<file path="src/rtl/led_scan_sequencer.sv">
// Column-scan sequencer with a one-deep pending frame buffer that swaps only at frame boundaries.
// Optional LED_SCAN_BRIGHTNESS_EN adds a 4-bit brightness input that trims ena within each dwell.
module led_scan_sequencer #(
  parameter int unsigned N            = 5,
  parameter int unsigned DWELL_CYCLES = 1000,
  parameter int unsigned BLANK_CYCLES = 2
) (
  input  logic                 clk,
  input  logic                 rst_n,
  input  logic                 enable,
  input  logic [N*N-1:0]       cells_in,
  input  logic                 cells_valid,
`ifdef LED_SCAN_BRIGHTNESS_EN
  input  logic [3:0]           brightness,
`endif
  output logic                 cells_ready,
  output logic                 ena,
  output logic [$clog2(N):0]   x,
  output logic [N*N-1:0]       cells,
  output logic                 frame_done
);

  localparam int unsigned NC   = N * N;
  localparam int unsigned XW   = $clog2(N) + 1;
  localparam int unsigned MAXC = (DWELL_CYCLES > BLANK_CYCLES) ? DWELL_CYCLES : BLANK_CYCLES;
  localparam int unsigned CW   = $clog2(MAXC + 1);

  typedef enum logic [1:0] {
    S_IDLE  = 2'd0,
    S_BLANK = 2'd1,
    S_DRIVE = 2'd2
  } state_t;

  state_t          state, state_nxt;
  logic [CW-1:0]   cnt, cnt_nxt;
  logic [XW-1:0]   x_nxt;
  logic            ena_nxt;
  logic            frame_done_nxt;
  logic            frame_end;
  logic [NC-1:0]   pend;
  logic            pend_full, pend_full_nxt;
  logic            accept, swap;
  logic [31:0]     on_limit;

`ifdef LED_SCAN_BRIGHTNESS_EN
  assign on_limit = (32'(brightness) * DWELL_CYCLES) >> 4;
`else
  assign on_limit = DWELL_CYCLES;
`endif

  // Scan timing registers
  always_ff @(posedge clk or negedge rst_n) begin
    if (!rst_n) begin
      state      <= S_IDLE;
      cnt        <= '0;
      x          <= '0;
      ena        <= 1'b0;
      frame_done <= 1'b0;
    end else begin
      state      <= state_nxt;
      cnt        <= cnt_nxt;
      x          <= x_nxt;
      ena        <= ena_nxt;
      frame_done <= frame_done_nxt;
    end
  end

  // Next-state, column stepping and registered-output precompute
  always_comb begin
    state_nxt      = state;
    cnt_nxt        = cnt;
    x_nxt          = x;
    frame_done_nxt = 1'b0;
    frame_end      = 1'b0;
    case (state)
      S_IDLE: begin
        cnt_nxt = '0;
        x_nxt   = '0;
        if (enable) state_nxt = S_BLANK;
      end
      S_BLANK: begin
        if (!enable) begin
          state_nxt = S_IDLE;
          cnt_nxt   = '0;
          x_nxt     = '0;
        end else if (cnt == CW'(BLANK_CYCLES - 1)) begin
          state_nxt = S_DRIVE;
          cnt_nxt   = '0;
        end else begin
          cnt_nxt = cnt + CW'(1);
        end
      end
      S_DRIVE: begin
        if (!enable) begin
          state_nxt = S_IDLE;
          cnt_nxt   = '0;
          x_nxt     = '0;
        end else if (cnt == CW'(DWELL_CYCLES - 1)) begin
          state_nxt = S_BLANK;
          cnt_nxt   = '0;
          if (x == XW'(N - 1)) begin
            x_nxt          = '0;
            frame_done_nxt = 1'b1;
            frame_end      = 1'b1;
          end else begin
            x_nxt = x + XW'(1);
          end
        end else begin
          cnt_nxt = cnt + CW'(1);
        end
      end
      default: begin
        state_nxt = S_IDLE;
        cnt_nxt   = '0;
        x_nxt     = '0;
      end
    endcase
    ena_nxt = (state_nxt == S_DRIVE) && (32'(cnt_nxt) < on_limit);
  end

  // Accept and swap are exclusive: swap needs pend_full, which holds cells_ready low
  always_comb begin
    accept        = cells_valid && cells_ready;
    swap          = pend_full && ((state == S_IDLE) || frame_end);
    pend_full_nxt = pend_full;
    if (accept)    pend_full_nxt = 1'b1;
    else if (swap) pend_full_nxt = 1'b0;
  end

  // Frame buffers and handshake
  always_ff @(posedge clk or negedge rst_n) begin
    if (!rst_n) begin
      pend        <= '0;
      pend_full   <= 1'b0;
      cells       <= '0;
      cells_ready <= 1'b0;
    end else begin
      pend_full   <= pend_full_nxt;
      cells_ready <= ~pend_full_nxt;
      if (accept) pend  <= cells_in;
      if (swap)   cells <= pend;
    end
  end

endmodule
</file>
<file path="config.mk">
export PLATFORM = sky130hd
export DESIGN_NAME = led_scan_sequencer
export DESIGN_NICKNAME = d
export VERILOG_FILES = /design/src/rtl/led_scan_sequencer.sv
export SDC_FILE = /design/constraint.sdc
export NUM_CORES = 1
export LEC_CHECK = 0
export ABC_CLOCK_PERIOD_IN_PS = 2100
export CORE_UTILIZATION = 53
export CTS_BUF_LIST = sky130_fd_sc_hd__clkbuf_2
export CTS_CLUSTER_DIAMETER = 100
export DETAILED_ROUTE_END_ITERATION = 10
export PLACE_DENSITY = 0.82
export SYNTH_ARGS = -nofsm -noshare
export SYNTH_HDL_FRONTEND = slang
export SYNTH_SLANG_ARGS = --single-unit
</file>
<file path="constraint.sdc">
create_clock -name clk -period 2.1 [get_ports clk]
set_input_delay 0.42 -clock clk [delete_from_list [all_inputs] [get_ports clk]]
set_output_delay 0.42 -clock clk [all_outputs]
set_load 0.02 [all_outputs]
</file>
* Yosys cells after proc, flatten, opt, wreduce, memory -nomap -nowiden *
Index checks and enable logic that the tools add are counted.

word-level totals
  register bits = 70
  input port bits = 29
  word-level logic and storage cells = 49

cells by class
  $add $sub $neg = 2
  order comparisons = 1
  equal/unequal tests = 8
  multiplexer cells = 22
  bitwise logic cells = 1
  reduce and logical (&&, ||, !) cells = 6

operators by type and width
  kind                                                               number
  10-bit two-way mux                                                 4
  10-bit one-hot mux with 2 select lines                             1
  4-bit two-way mux                                                  4
  10-bit by 1-bit adder with 10-bit output (second input constant)   1
  10-bit by 1-bit == test with 1-bit output (second input constant)  1
  10-bit == test (second input constant)                             1
  10-bit < comparator (second input constant)                        1
  2-bit two-way mux                                                  5
  4-bit one-hot mux with 2 select lines                              1
  1-bit two-way mux                                                  6
  2-bit one-hot mux with 3 select lines                              1
  4-bit by 1-bit adder with 4-bit output (second input constant)     1
  2-bit == test (second input constant)                              2
  4-bit by 3-bit == test with 1-bit output (second input constant)   1
  1-bit logical AND                                                  3
  3-bit != test (second input constant)                              1
  2-bit by 1-bit == test with 1-bit output (second input constant)   1
  2-bit logical NOT                                                  1
  2-bit != test (second input constant)                              1
  2-bit AND reduction                                                1
  1-bit logical OR                                                   1
  1-bit NOT                                                          1

* Depth between registers and ports, before layout *
Gate-level depths: netlist of run 1.

  word-level depth = 10
  gate-level depth with buffers = 7
  gate-level depth less buffers = 7

* Least setup slack after synthesis of run 1 *
OpenSTA, ideal clock, no wires.

  kind = reg2reg
  start point = register x[0]
  end point = register cells[10]
  arrival = 1796 ps
  required time = 1975 ps
  setup slack = 179 ps
  cell stages (with the launch flop) = 8
  period minus slack after synthesis = 1921 ps
  cells stage by stage = dfrtp_1 -> inv_1 -> ha_1 -> and3b_1 -> nor3b_4 -> o21ai_4 -> buf_6 -> mux2_4

between the ends
  longest elaborated chain between the ends = 7

RTL lines
  element                                   line  text
  from (decl)                               18    output logic [$clog2(N):0] x,
  from (signal assigned)                    62    x <= x_nxt;
  4-bit by 3-bit == test with 1-bit output  101   if (x == XW'(N - 1)) begin
  1-bit two-way mux (4 in series)           n/a
  via frame_done_nxt                        38    logic frame_done_nxt;
  1-bit logical OR                          124   swap = pend_full && ((state == S_IDLE) || frame_end);
  1-bit logical AND                         124
  to (signal assigned)                      141   if (swap) cells <= pend;
  to (decl)                                 19    output logic [N*N-1:0] cells,

The timed path passes the listed nets, and every way through them passes these cells.
A chain may end at the register's enable or synchronous reset.

* Final worst setup path of run 1 *
  start point = register x[3]
  end point = output x[3]

No word-level cell between the ends.

==> impl_metrics.tcl, run 1 <==
set metrics [dict create \
    irDropWorstVdd_uv 653 \
    synthesis.nets 259 \
    worstPathArrival_ns 1.57 \
    crit_family "buffers and inverters" \
    fmax_mhz 502 \
    finalSetupTns_ns 0 \
    yosys.area_share.simple_pct 8.89 \
    synthMuxAreaShare_pct 20.7 \
    first_iter_violations 80 \
    timing.rr.end "cells[14]" \
    fin_crit_sh_pct 94.8 \
    cts_setup_buffers 0 \
    clock_path_buffers 2 \
    grt_max_degree 71 \
    ys_seq_area_share_pct 56.8 \
    path_max_fanout 5 \
    totalWireLength_microns 5490 \
    ys_types 41 \
    slowest_delay_ns 0.64 \
    ioPinCount 61 \
    grt_use_total_pct 19.9 \
    synth-compound-area-share_pct 5.03 \
    post-dp-hpwl_microns 3800 \
    rrSetupSlack_ns 0.12 \
    fin_nets 334 \
    diodes 0 \
    hold-worst-slack_ns 0.458 \
    cts.sinks 70 \
    endpoint "x[3]" \
    power_density_mw_per_mm2 1300 \
    gp_congestion 0.825 \
    startpoint_type "flop" \
    antenna_found_initial 0 \
    core_area_sq_mm 0.00554 \
    grt_overflow 0 \
    drv_slew 0 \
    slowest_stage "clkdlybuf4s50_1" \
    worst-path-stages 1 \
    p_leak_nw 1.75 \
    hold_viol_final 0 \
    crit_start "x[3]" \
    path_cells "clkdlybuf4s50_1" \
    crit_type "flop to primary output" \
    fillCellCount 397 \
    r2r_cells 7 \
    vias_per_cell 5.19 \
    die_height_microns 78.3 \
    ant_nets 0 \
    final_cell_mix "dfrtp_1 (69), clkdlybuf4s50_1 (59), mux2_2 (30)" \
    postSynthAreaPerCell_sq_um 13.9 \
    ys_ff_latch 70 \
    layout_setup_ws_ns 0.109 \
    end_kind "primary output" \
    setup_viol 0 \
    cts_buffers 9 \
    status "completed" \
    final_common_cell "dfrtp_1" \
    initial_core_util_pct 55.6 \
    cts_tree "yes" \
    rsz0062_at_grt "no" \
    die_area_sq_mm 0.00612 \
    clock-root-buffer "clkbuf_2" \
    rows 27 \
    grt_pass1_wl_microns 9230 \
    io_buffers 60 \
    clock_skew_ns 0.0223 \
    fin_crit_ns 1.99 \
    maxCapViolations 0 \
    pre_cts_ws_ns 0.0558 \
    drive_gt1_share_pct 27.5 \
    clock_latency_ns 0.49 \
    critPathBufInv 1 \
    clkTransAtPathRegs_ns 0.19 \
    area_delta_synth_final_pct 27.6 \
    wl_per_cell_microns 14.7 \
    synth_fa_ha_area_share_pct 3.25 \
    synth_top_family_by_area "multiplexers" \
    vias 1940 \
    fin_util_pct 71.0 \
    synthesis.area_sq_mm 0.00308 \
    max-slew-margin-rel_pct 75.0 \
    synth_xor_area_share_pct 2.56 \
    synthCells 222 \
    grt_pass1_vias 1941 \
    hold_path.class "primary input to async pin" \
    crit_required_ns 1.68 \
    worst_slew_pin_slew_ns 0.370 \
    drt_pass1_iterations 4 \
    yosys_warnings 0 \
    htreeDepth 3 \
    drc 0 \
    die_x_microns 78.3 \
    r2r_start "cnt[0]" \
]
## area by class of cell
type                            count  area, sq um  area share [%]
Timing Repair Buffer               71          718            18.3
Tap cell                           72         90.1            2.29
Clock inverter                      7         48.8            1.24
Clock buffer                        9         45.0            1.15
Inverter                            8         30.0           0.764
Sequential cell                    70         1750            44.6
Multi-Input combinational cell    137         1250            31.7
## synth_stat cells
master    instances  share of area, %
xnor2_1           7               2.0
nor4b_1           1              0.28
a21o_1            1              0.24
o311ai_0          1              0.28
inv_1             8              0.97
o21ai_0           5              0.81
mux2_2           30                11
a31o_2            1              0.28
xor2_1            2              0.57
a22o_1            2              0.57
and4bb_1          1              0.41
and4b_1           1              0.32
a21boi_0          1              0.24
and4_1            1              0.28
dfrtp_1          70                57
o21ai_4           1              0.53
nor2b_1           1              0.20
and3b_1           1              0.28
o21ai_2           1              0.28
o21a_1            1              0.24
a31oi_1           2              0.41
nor2_1           16               1.9
nand3_2           1              0.32
buf_6             3               1.1
nor3b_1           1              0.24
a41oi_1           1              0.28
nand3_1           7               1.1
buf_2             1              0.16
clkbuf_1          2              0.24
nor4_1            2              0.41
nand2_1           6              0.73
o221a_2           1              0.37
nor3b_4           1              0.61
a21oi_1           3              0.49
nand4_1           2              0.41
ha_1              8               3.2
nand2b_1          2              0.41
and3_1            2              0.41
nor3_1            3              0.49
mux2_4           20               9.7
buf_4             1              0.24
## worst min path at each step
| stage | to | from | slack [ns] | cells past startpoint |
|---|---|---|---|---|
| floorplan | cells[0] | rst_n | 0.12 | 0 |
| global placement | x[0] | rst_n | 0.47 | 2 |
| detailed placement | x[2] | rst_n | 0.47 | 2 |
| CTS | cells[6] | rst_n | 0.41 | 3 |
| global route | cells[21] | rst_n | 0.43 | 3 |
| finish | x[2] | rst_n | 0.46 | 3 |
## timing repair
item                                    in CTS  in global routing
hold endpoints to repair                    70                  0
gates resized for setup                      0                  1
endpoints found under the setup margin       0                  1
hold buffers                                 1                  0
## logic make-up (layout without fill, tap and decap cells)
| group | Yosys count | after routing |
|---|---|---|
| AND/OR/NAND/NOR | 49 | 49 |
| XOR/XNOR | 9 | 9 |
| multiplexers | 50 | 50 |
| AO/OA/AOI/OAI | 21 | 21 |
| buffers and inverters | 15 | 95 |
| adder cells (fa/ha/maj) | 8 | 8 |
| flip-flops | 70 | 70 |
## per-stage QoR
stage / power (mW) / area (sq um) / cells
2_1_floorplan: 3.65 / 3080 / 222
3_3_place_gp: 4.44 / 3830 / 357
3_5_place_dp: 4.54 / 3830 / 357
4_1_cts: 5.18 / 3930 / 374
5_1_grt: 5.42 / 3930 / 374
6_report: 5.12 / 3930 / 374
## flip-flops by register name, summed over array words and instances (netlist names)
| register | count |
|---|---|
| pend_full | 1 |
| cells_ready | 1 |
| cnt | 10 |
| frame_done | 1 |
| x | 4 |
| ena | 1 |
| pend | 25 |
| cells | 25 |
| state | 2 |
## power by group
part	internal [mW]	total, mW	switching (mW)
sequential	1.88	2.20	0.319
combinational	1.37	2.27	0.901
clock	0.157	0.646	0.489
total	3.41	5.12	1.71
## metal layers
metal	GRT usage [%]	vias up	share of wire (%)
met5	0	-	0
li1	-	935	-
met2	28.9	59	45
met1	28.2	938	48
met3	5.00	8	5.0
met4	8.89	0	1.4
No activity file was read; power rests on OpenSTA's default activity.
==> run 2: changes to the inputs <==
CORE_UTILIZATION = 44   (was 53)
PLACE_DENSITY = 0.7   (was 0.82)
==> impl_metrics.tcl, run 2 (synthesis gave the netlist of run 1 again) <==
set metrics [dict create \
    vias 1920 \
    crit_family "buffers and inverters" \
    clkTransAtPathRegs_ns 0.18 \
    drv_slew 0 \
    grt_pass1_vias 1871 \
    die_x_microns 85.7 \
    status "completed" \
    drive_gt1_share_pct 27.5 \
    first_iter_violations 60 \
    irDropWorstVdd_uv 455 \
    path_max_fanout 5 \
    pwr-share-seq_pct 41.7 \
    hold_path.class "primary input to async pin" \
    swShare_pct 32.5 \
    place_area_sq_mm 0.00386 \
    cts_setup_buffers 0 \
    crit_type "flop to primary output" \
    p_total_mw 5.23 \
    fmax_mhz 505 \
    ioPinCount 61 \
    path_cells "clkdlybuf4s50_1" \
    wl_per_cell_microns 13.8 \
    p_clk_share_pct 14.7 \
    fin_crit_sh_pct 94.3 \
    grt_max_degree 71 \
    power_density_mw_per_mm2 1310 \
    crit_required_ns 1.68 \
    p_switching_mw 1.70 \
    ant_nets 0 \
    rows 30 \
    rsz0062_at_grt "no" \
    slowest_stage "clkdlybuf4s50_1" \
    worst-path-stages 1 \
    gr-usage-met2_pct 23.1 \
    final_common_cell "dfrtp_1" \
    die_area_sq_mm 0.00734 \
    critPathBufInv 1 \
    grt_use_total_pct 16.5 \
    startpoint_type "flop" \
    drc 0 \
    hold_viol_final 0 \
    gp_congestion 0.839 \
    grt_pass1_wl_microns 9190 \
    fin_nets 334 \
    finalSetupTns_ns 0 \
    io_buffers 60 \
    area_delta_synth_final_pct 29.3 \
    cts_tree "yes" \
    fin_cells 398 \
    max-slew-margin-rel_pct 76.2 \
    maxCapViolations 0 \
    htreeDepth 3 \
    post-dp-hpwl_microns 3730 \
    clock_path_buffers 2 \
    grtUsageMet1_pct 24.3 \
    clock-root-buffer "clkbuf_2" \
    worstPathArrival_ns 1.56 \
    diodes 0 \
    initial_core_util_pct 45.4 \
    place_inst 381 \
    fillCellCount 552 \
    die_height_microns 85.7 \
    use_met3_pct 3.08 \
    p_leak_nw 1.76 \
    end_kind "primary output" \
    final_cell_mix "dfrtp_1 (69), clkdlybuf4s50_1 (59), mux2_2 (30)" \
    p_int_mw 3.53 \
    grt_overflow 0 \
    vias_per_cell 4.82 \
    cts_buffers 9 \
    antenna_found_initial 0 \
    r2r_cells 7 \
    fin_util_pct 58.7 \
    clock_latency_ns 0.49 \
    busiest_layer "met1" \
    slowest_delay_ns 0.63 \
    setup_viol 0 \
    cts.sinks 70 \
    design_area_sq_mm 0.00399 \
    clock_skew_ns 0.0231 \
    worst_slew_pin_slew_ns 0.352 \
    fin_crit_ns 1.98 \
    reg_top3 "cells x25, pend x25, cnt x10" \
    pwr-share-comb_pct 43.6 \
    totalWireLength_microns 5500 \
    drt_pass1_iterations 4 \
    core_area_sq_mm 0.00679 \
]
==> run 2: changes by cell type in the layout (fill, tap and decap cells not counted), sizes merged <==
| cell | before | now |
|---|---|---|
| bufinv | 0 | 1 |
| inv | 10 | 9 |
| clkinv | 2 | 4 |
| clkinvlp | 3 | 1 |
==> run 2: repair_timing <==
item | 4_1_cts | 5_1_grt
hold buffers | 1 | 0
resized for setup | 0 | 1
setup endpoints to repair | 0 | 1
endpoints found under the hold margin | 70 | 0
==> run 2: cell type report <==
type                    instances  area [sq um]  share of cell area [%]
flip-flops and latches         70          1750                    44.0
multi-input cells             137          1250                    31.3
repair buffers                 71           718                    18.0
well taps                      96           120                    3.01
clock inverters                 7          72.6                    1.82
clock buffers                   9          45.0                    1.13
inverters                       8          30.0                   0.754
==> run 2: power groups by stage <==
stage | clock, mW | sequential, mW | combinational [mW]
6_report | 0.767 | 2.18 | 2.28
5_1_grt | 0.866 | 2.26 | 2.43
4_1_cts | 0.794 | 2.19 | 2.31
3_5_place_dp | 0 | 2.22 | 2.31
3_3_place_gp | 0 | 2.21 | 2.25
2_1_floorplan | 0 | 2.48 | 1.17
==> run 2: per-stage QoR <==
step                hold slack [ns]  setup WS [ns]
global route                  0.457         0.0231
floorplan                     0.124          0.179
finish                        0.453          0.120
CTS                           0.412         0.0400
global placement              0.467          0.104
detailed placement            0.474         0.0652
==> run 2: worst register-to-register path: stages, from the launching register on <==
cell and delay, ns:
dfrtp_1 0.42, ha_1 0.18, and4bb_1 0.31, nand3_2 0.11, nor3b_4 0.26, o21ai_4 0.08
buf_12 0.17, mux2_4 0.34
==> run 2: routing by layer <==
metal / share of wire [%] / up-vias / routed length [microns]
met3: 3.5 / 7 / 190
met2: 45 / 40 / 2480
li1: - / 936 / -
met1: 50 / 937 / 2740
met5: 0 / - / 0
met4: 1.6 / 0 / 89
==> run 2: path summary, 6_finish.rpt <==
path                            slack (ns)        end   start
worst max register to register        0.14  cells[18]  cnt[0]
min in group clk                      0.49     cnt[0]  cnt[0]
max in group asynchronous             1.35  cells[24]   rst_n
worst max-delay path                  0.12       x[3]    x[3]
worst min register to register        0.49     cnt[0]  cnt[0]
worst min-delay path                  0.45   cells[1]   rst_n
==> run 3: changes to the inputs <==
SLEW_MARGIN = 0   (was not set)
==> results of run 3 <==
The final DEF is identical to that of run 2; final timing and power are the same.
